==> src/rtl/duc_hop_scheduler_if.sv <==
// Hop scheduler port bundle: table config, sequence control, DDS hop outputs.
// Latency: none; wires only.
// Backpressure: none; the sample strobe is a pacing input, not a handshake.
interface duc_hop_scheduler_if #(
  parameter int PWIDTH = 23,
  parameter int DEPTH  = 8,
  parameter int DWIDTH = 16
);
  localparam int AW = $clog2(DEPTH);

  logic              i_cfg_wr;
  logic [AW-1:0]     i_cfg_addr;
  logic [PWIDTH-1:0] i_cfg_inc;
  logic [DWIDTH-1:0] i_cfg_dwell;
  logic [AW-1:0]     i_last_idx;
  logic              i_loop;
  logic              i_start;
  logic              i_stop;
  logic              i_sample_strobe;
  logic [PWIDTH-1:0] o_phase_start;
  logic [PWIDTH-1:0] o_phase_increment;
  logic              o_dds_reload;
  logic [AW-1:0]     o_hop_idx;
  logic              o_busy;
  logic              o_done;

  // Host / stimulus side
  modport master (
    output i_cfg_wr, i_cfg_addr, i_cfg_inc, i_cfg_dwell, i_last_idx, i_loop,
           i_start, i_stop, i_sample_strobe,
    input  o_phase_start, o_phase_increment, o_dds_reload, o_hop_idx, o_busy, o_done
  );

  // Scheduler side
  modport slave (
    input  i_cfg_wr, i_cfg_addr, i_cfg_inc, i_cfg_dwell, i_last_idx, i_loop,
           i_start, i_stop, i_sample_strobe,
    output o_phase_start, o_phase_increment, o_dds_reload, o_hop_idx, o_busy, o_done
  );
endinterface

==> src/rtl/duc_hop_scheduler.sv <==
// Frequency-hop sequencer: walks a (phase increment, dwell) table and reloads the DDS per hop.
// Latency: o_dds_reload pulses one cycle after the LOAD cycle, i.e. two edges after i_start is sampled.
// Backpressure: none; dwell counts only cycles with i_sample_strobe, i_stop aborts immediately.
// Optional: DUC_HOP_PHASE_CONT_EN enables a phase accumulator for phase-continuous hops.
module duc_hop_scheduler #(
  parameter int PWIDTH = 23,
  parameter int DEPTH  = 8,
  parameter int DWIDTH = 16
) (
  input logic                 i_clock,
  input logic                 i_reset_n,
  duc_hop_scheduler_if.slave  bus
);
  localparam int AW = $clog2(DEPTH);

  typedef enum logic [1:0] {S_IDLE, S_LOAD, S_RUN, S_DONE} state_t;

  state_t            state, state_nxt;
  logic [PWIDTH-1:0] inc_tbl   [DEPTH];
  logic [DWIDTH-1:0] dwell_tbl [DEPTH];
  logic [AW-1:0]     idx;
  logic [DWIDTH-1:0] dwell_cnt;
  logic [PWIDTH-1:0] phase_start_q, phase_inc_q, load_start;
  logic [AW-1:0]     hop_idx_q;
  logic              reload_q;
  logic              busy, done;
  logic              start_ok, expire, at_last;

  assign start_ok = bus.i_start && !bus.i_stop;
  // Dwell expires on the strobe that would take the counter from 1 to 0
  assign expire   = bus.i_sample_strobe && (dwell_cnt == DWIDTH'(1));
  assign at_last  = (idx == bus.i_last_idx);

  // State register
  always_ff @(posedge i_clock or negedge i_reset_n) begin
    if (!i_reset_n) state <= S_IDLE;
    else            state <= state_nxt;
  end

  // Next-state logic; stop overrides everything and returns to IDLE
  always_comb begin
    state_nxt = state;
    if (bus.i_stop) begin
      state_nxt = S_IDLE;
    end else begin
      case (state)
        S_IDLE: if (bus.i_start) state_nxt = S_LOAD;
        S_LOAD: state_nxt = S_RUN;
        S_RUN:  if (expire) state_nxt = (!at_last || bus.i_loop) ? S_LOAD : S_DONE;
        S_DONE: state_nxt = S_IDLE;
        default: state_nxt = S_IDLE;
      endcase
    end
  end

  // Status outputs decoded from state
  always_comb begin
    busy = 1'b0;
    done = 1'b0;
    case (state)
      S_LOAD, S_RUN: busy = 1'b1;
      S_DONE:        done = 1'b1;
      default:       ;
    endcase
  end

  // Hop table; writes land at the edge, so a same-cycle LOAD sees the old entry
  always_ff @(posedge i_clock or negedge i_reset_n) begin
    if (!i_reset_n) begin
      for (int i = 0; i < DEPTH; i++) begin
        inc_tbl[i]   <= '0;
        dwell_tbl[i] <= '0;
      end
    end else if (bus.i_cfg_wr) begin
      inc_tbl[bus.i_cfg_addr]   <= bus.i_cfg_inc;
      dwell_tbl[bus.i_cfg_addr] <= bus.i_cfg_dwell;
    end
  end

`ifdef DUC_HOP_PHASE_CONT_EN
  logic [PWIDTH-1:0] phase_acc;

  // Track the DDS phase so each hop starts where the previous one left off
  always_ff @(posedge i_clock or negedge i_reset_n) begin
    if (!i_reset_n)
      phase_acc <= '0;
    else if (state == S_IDLE && start_ok)
      phase_acc <= '0;
    else if (state == S_RUN && !bus.i_stop && bus.i_sample_strobe)
      phase_acc <= phase_acc + phase_inc_q;
  end

  assign load_start = phase_acc;
`else
  // Every hop restarts the DDS at phase zero
  assign load_start = '0;
`endif

  // Index, dwell counter and registered DDS outputs
  always_ff @(posedge i_clock or negedge i_reset_n) begin
    if (!i_reset_n) begin
      idx           <= '0;
      dwell_cnt     <= '0;
      phase_start_q <= '0;
      phase_inc_q   <= '0;
      hop_idx_q     <= '0;
      reload_q      <= 1'b0;
    end else begin
      reload_q <= 1'b0;
      case (state)
        S_IDLE: if (start_ok) idx <= '0;
        S_LOAD: if (!bus.i_stop) begin
          phase_inc_q   <= inc_tbl[idx];
          phase_start_q <= load_start;
          reload_q      <= 1'b1;
          dwell_cnt     <= (dwell_tbl[idx] == '0) ? DWIDTH'(1) : dwell_tbl[idx];
          hop_idx_q     <= idx;
        end
        S_RUN: if (!bus.i_stop && bus.i_sample_strobe) begin
          dwell_cnt <= dwell_cnt - DWIDTH'(1);
          if (expire) begin
            if (!at_last)        idx <= idx + AW'(1);
            else if (bus.i_loop) idx <= '0;
          end
        end
        default: ;
      endcase
    end
  end

  assign bus.o_phase_start     = phase_start_q;
  assign bus.o_phase_increment = phase_inc_q;
  assign bus.o_dds_reload      = reload_q;
  assign bus.o_hop_idx         = hop_idx_q;
  assign bus.o_busy            = busy;
  assign bus.o_done            = done;
endmodule

==> src/flat_wrapper.sv <==
// flat-port wrapper written by rule: the top's interface ports become plain ports
module duc_hop_scheduler_flat 
#(
  parameter int PWIDTH = 23,
  parameter int DEPTH  = 8,
  parameter int DWIDTH = 16
)
  (i_clock, i_reset_n, bus_i_cfg_wr, bus_i_cfg_addr, bus_i_cfg_inc, bus_i_cfg_dwell, bus_i_last_idx, bus_i_loop, bus_i_start, bus_i_stop, bus_i_sample_strobe, bus_o_phase_start, bus_o_phase_increment, bus_o_dds_reload, bus_o_hop_idx, bus_o_busy, bus_o_done);
  duc_hop_scheduler_if #(.PWIDTH(PWIDTH), .DEPTH(DEPTH), .DWIDTH(DWIDTH)) bus_i ();
  input logic i_clock;
  input logic i_reset_n;
  input wire logic [$bits(bus_i.i_cfg_wr)-1:0] bus_i_cfg_wr;
  input wire logic [$bits(bus_i.i_cfg_addr)-1:0] bus_i_cfg_addr;
  input wire logic [$bits(bus_i.i_cfg_inc)-1:0] bus_i_cfg_inc;
  input wire logic [$bits(bus_i.i_cfg_dwell)-1:0] bus_i_cfg_dwell;
  input wire logic [$bits(bus_i.i_last_idx)-1:0] bus_i_last_idx;
  input wire logic [$bits(bus_i.i_loop)-1:0] bus_i_loop;
  input wire logic [$bits(bus_i.i_start)-1:0] bus_i_start;
  input wire logic [$bits(bus_i.i_stop)-1:0] bus_i_stop;
  input wire logic [$bits(bus_i.i_sample_strobe)-1:0] bus_i_sample_strobe;
  output wire logic [$bits(bus_i.o_phase_start)-1:0] bus_o_phase_start;
  output wire logic [$bits(bus_i.o_phase_increment)-1:0] bus_o_phase_increment;
  output wire logic [$bits(bus_i.o_dds_reload)-1:0] bus_o_dds_reload;
  output wire logic [$bits(bus_i.o_hop_idx)-1:0] bus_o_hop_idx;
  output wire logic [$bits(bus_i.o_busy)-1:0] bus_o_busy;
  output wire logic [$bits(bus_i.o_done)-1:0] bus_o_done;
  assign bus_i.i_cfg_wr = bus_i_cfg_wr;
  assign bus_i.i_cfg_addr = bus_i_cfg_addr;
  assign bus_i.i_cfg_inc = bus_i_cfg_inc;
  assign bus_i.i_cfg_dwell = bus_i_cfg_dwell;
  assign bus_i.i_last_idx = bus_i_last_idx;
  assign bus_i.i_loop = bus_i_loop;
  assign bus_i.i_start = bus_i_start;
  assign bus_i.i_stop = bus_i_stop;
  assign bus_i.i_sample_strobe = bus_i_sample_strobe;
  assign bus_o_phase_start = bus_i.o_phase_start;
  assign bus_o_phase_increment = bus_i.o_phase_increment;
  assign bus_o_dds_reload = bus_i.o_dds_reload;
  assign bus_o_hop_idx = bus_i.o_hop_idx;
  assign bus_o_busy = bus_i.o_busy;
  assign bus_o_done = bus_i.o_done;
  duc_hop_scheduler #(.PWIDTH(PWIDTH), .DEPTH(DEPTH), .DWIDTH(DWIDTH)) u_core (.i_clock(i_clock), .i_reset_n(i_reset_n), .bus(bus_i));
endmodule
==> config.mk <==
export PLATFORM = sky130hd
export DESIGN_NAME = duc_hop_scheduler_flat
export DESIGN_NICKNAME = d
export VERILOG_FILES = /design/src/rtl/duc_hop_scheduler_if.sv /design/src/rtl/duc_hop_scheduler.sv /design/src/flat_wrapper.sv
export SDC_FILE = /design/constraint.sdc
export NUM_CORES = 1
export LEC_CHECK = 0
export ABC_AREA = 0
export CORE_MARGIN = 2
export CORE_UTILIZATION = 50
export DETAILED_ROUTE_END_ITERATION = 6
export PLACE_DENSITY = 0.69
export SYNTH_ARGS = -nofsm -noshare
export SYNTH_HDL_FRONTEND = slang
export SYNTH_SLANG_ARGS = --single-unit
==> constraint.sdc <==
create_clock -name i_clock -period 7.05 [get_ports i_clock]
set_clock_uncertainty 0.2 [all_clocks]
set_input_delay 1.41 -clock i_clock [delete_from_list [all_inputs] [get_ports i_clock]]
set_output_delay 1.41 -clock i_clock [all_outputs]
set_load 0.01 [all_outputs]
==> run metrics <==
status complete, no violations; Total Routing Usage GR 0.2033; cell count after synthesis 1093; FMAX 288.6 MHz; # IOs between 100 and 150; commonest non-fill, non-tap cells in the layout dfrtp_1, mux2_2, clkdlybuf4s50_1; PwrDens 336.5 mW/mm^2; first-pass GRT wire length 53.94 mm; GPL Wtd Cong 0.7695; RSZ-0062 raised after global routing false; Post-CTS Resized 0; die area 0.03420 mm^2; number of global-route vias before repair 9497; met3 WL 1.186 mm; WP data required between 7000 and 8000 ps; clock slew at reported path FFs 60 ps; crit path time final ~3500 ps; CTS root buf clkbuf_16; DR WL/cell approximately 20 um; top sig layer met5; Static Leak 7.662 nW; Worst Max-Slew Pin Slew 1032 ps; CTS tree built; layout cells sized above 1 0.3516; share of the yosys chip area belonging to registers 0.5504; total CTS buffers 39; MaxCap Viol Count 0; Placement Cell Area between 0.015 and 0.02 mm^2; Final setup viols 0; Initial Utilization 0.5056; vias per cell 5.653; CP Max Fanout 41; Worst setup SP type flop; Fin. Hold Viols 0; met1 wire length 16.13 mm; Slew headroom 0.3118; final setup TNS 0 ps; worst hold margin 279.9 ps; number of enable flip-flop cells after synthesis 0; syn avg cell area 14.98 um^2; leading cell type in the layout, fill and taps excluded dfrtp_1; H-tree depth 2; clk_lat worst skew between 500 and 600 ps; maximum vdd drop 0.1727 mV; DR DRC count 0; Core Area 0.03237 mm^2; Post-synth ARST share 1.000; WL final 33.05 mm; Nets 1221; Core Rows 66; DRT Pass-1 Iters 4; CP Capture Type flop; Mapped Area 0.01637 mm^2; pre-CTS WS 3109 ps; Synth Flop Type dfrtp_1; number of port buffers 80; pin count of the biggest net entering global routing about 130; Slew Viols, Final 0; Post-Layout Inst Area ~0.019 mm^2; number of DRC markers in iteration 0 around 520; Area growth syn-to-layout 14.88%; setup bufs post-CTS 0; initial antenna violation count 1; width of the die 184.9 um; # diodes 0; Post-DRT Antenna Nets 0; met2 wire length 15.25 mm; GRT overflow 0; dpl hpwl 18.16 mm; Arr. time, crit path 3690 ps; Max clock buf depth 3; Distinct cells, synth 43; Seq cells post-synth 360; Min-Delay Path Class reg -> reg; final worst slack 3585 ps; synth warn 0; fillers between 2000 and 3000; height of the die approximately 180 um; crit share post-route 0.4915; Worst Path Class, Setup reg -> reg; CTS Hold Bufs 0; Vias 9203; CTS Sinks 360
-- critical path, stage by stage, from the launching register on --
cell and delay, ps:
dfrtp_4 640, buf_4 750, mux4_2 590, mux2i_1 290, nand4_1 180, nor4_1 360
a31oi_1 170, a221oi_2 180
-- flip-flops by register name (all words and copies together), names as in the netlist --
| signal | count |
|---|---|
| u_core.bus.o_phase_increment | 23 |
| u_core.state | 2 |
| u_core.dwell_cnt | 16 |
| u_core.bus.o_dds_reload | 1 |
| u_core.dwell_tbl | 128 |
| u_core.inc_tbl | 184 |
| u_core.idx | 3 |
| u_core.bus.o_hop_idx | 3 |
-- where the power goes --
group | internal, W | switching, W
Sequential | 0.00257 | 0.000289
Clock | 0.00125 | 0.000794
Combinational | 0.000845 | 0.000578
-- Yosys cell counts (11+ instances only) --
library cell / instances / area share
o21ai_1: 26 / 0.0079
dfrtp_1: 360 / 0.55
buf_2: 13 / 0.0040
buf_4: 25 / 0.011
mux2i_1: 32 / 0.020
mux2_1: 68 / 0.047
mux4_2: 78 / 0.11
nor2_1: 13 / 0.0030
nand2b_1: 11 / 0.0042
nand2_1: 48 / 0.011
mux2_2: 255 / 0.18
clkbuf_1: 41 / 0.0094
a21oi_1: 20 / 0.0061
-- routing by layer --
metal | vias up | global-route usage
met5 | - | 0
met3 | 40 | 0.03067
met4 | 2 | 0.04317
li1 | 4148 | -
met1 | 4852 | 0.3036
met2 | 161 | 0.3190
-- worst paths after layout --
path	slack, ps	depth (start not counted)	to	start
max reg2reg	3590	7	u_core.dwell_cnt[0]$_DFFE_PN0P_	u_core.idx[0]$_DFFE_PN0P_
min	280	1	u_core.dwell_tbl[88]$_DFFE_PN0P_	u_core.dwell_tbl[88]$_DFFE_PN0P_
max in group asynchronous	4630	2	u_core.idx[1]$_DFFE_PN0P_	i_reset_n
max	3590	7	u_core.dwell_cnt[0]$_DFFE_PN0P_	u_core.idx[0]$_DFFE_PN0P_
min reg2reg	280	1	u_core.dwell_tbl[88]$_DFFE_PN0P_	u_core.dwell_tbl[88]$_DFFE_PN0P_
min in group asynchronous	790	1	u_core.dwell_tbl[12]$_DFFE_PN0P_	i_reset_n
-- kinds of logic (layout without fill, tap and decap cells) --
family | after synthesis | after routing | synth area share
DFF | 360 | 360 | 0.5504
other | 1 | 23 | 0.0002291
xor gates and xnor gates | 3 | 3 | 0.001606
buffers and inverters | 99 | 170 | 0.03081
AOI/OAI and AO/OA | 78 | 78 | 0.02851
adders and majority gates | 8 | 8 | 0.006116
muxes | 433 | 433 | 0.3491
and+or+nand+nor | 111 | 111 | 0.03325
-- cell type report --
class | instances | area (um^2) | share of cell area
Clock inverter | 4 | 72.57 | 0.003859
Clock buffer | 62 | 1215 | 0.06461
Inverter | 7 | 26.28 | 0.001397
Timing Repair Buffer | 97 | 958.4 | 0.05097
Sequential cell | 360 | 9017 | 0.4796
Multi-Input combinational cell | 656 | 6960 | 0.3702
Tap cell | 442 | 553.0 | 0.02941
-- stage by stage --
step	power, W	utilization	instances
after CTS	0.006404	0.5809	1628
final	0.006328	0.5809	1628
after floorplan	0.003875	-	1115
after detailed placement	0.004339	0.5411	1562
after global placement	0.004287	0.5411	1562
after global routing	0.006676	0.5809	1628
Note: power is estimated with default switching activity, not from simulation.
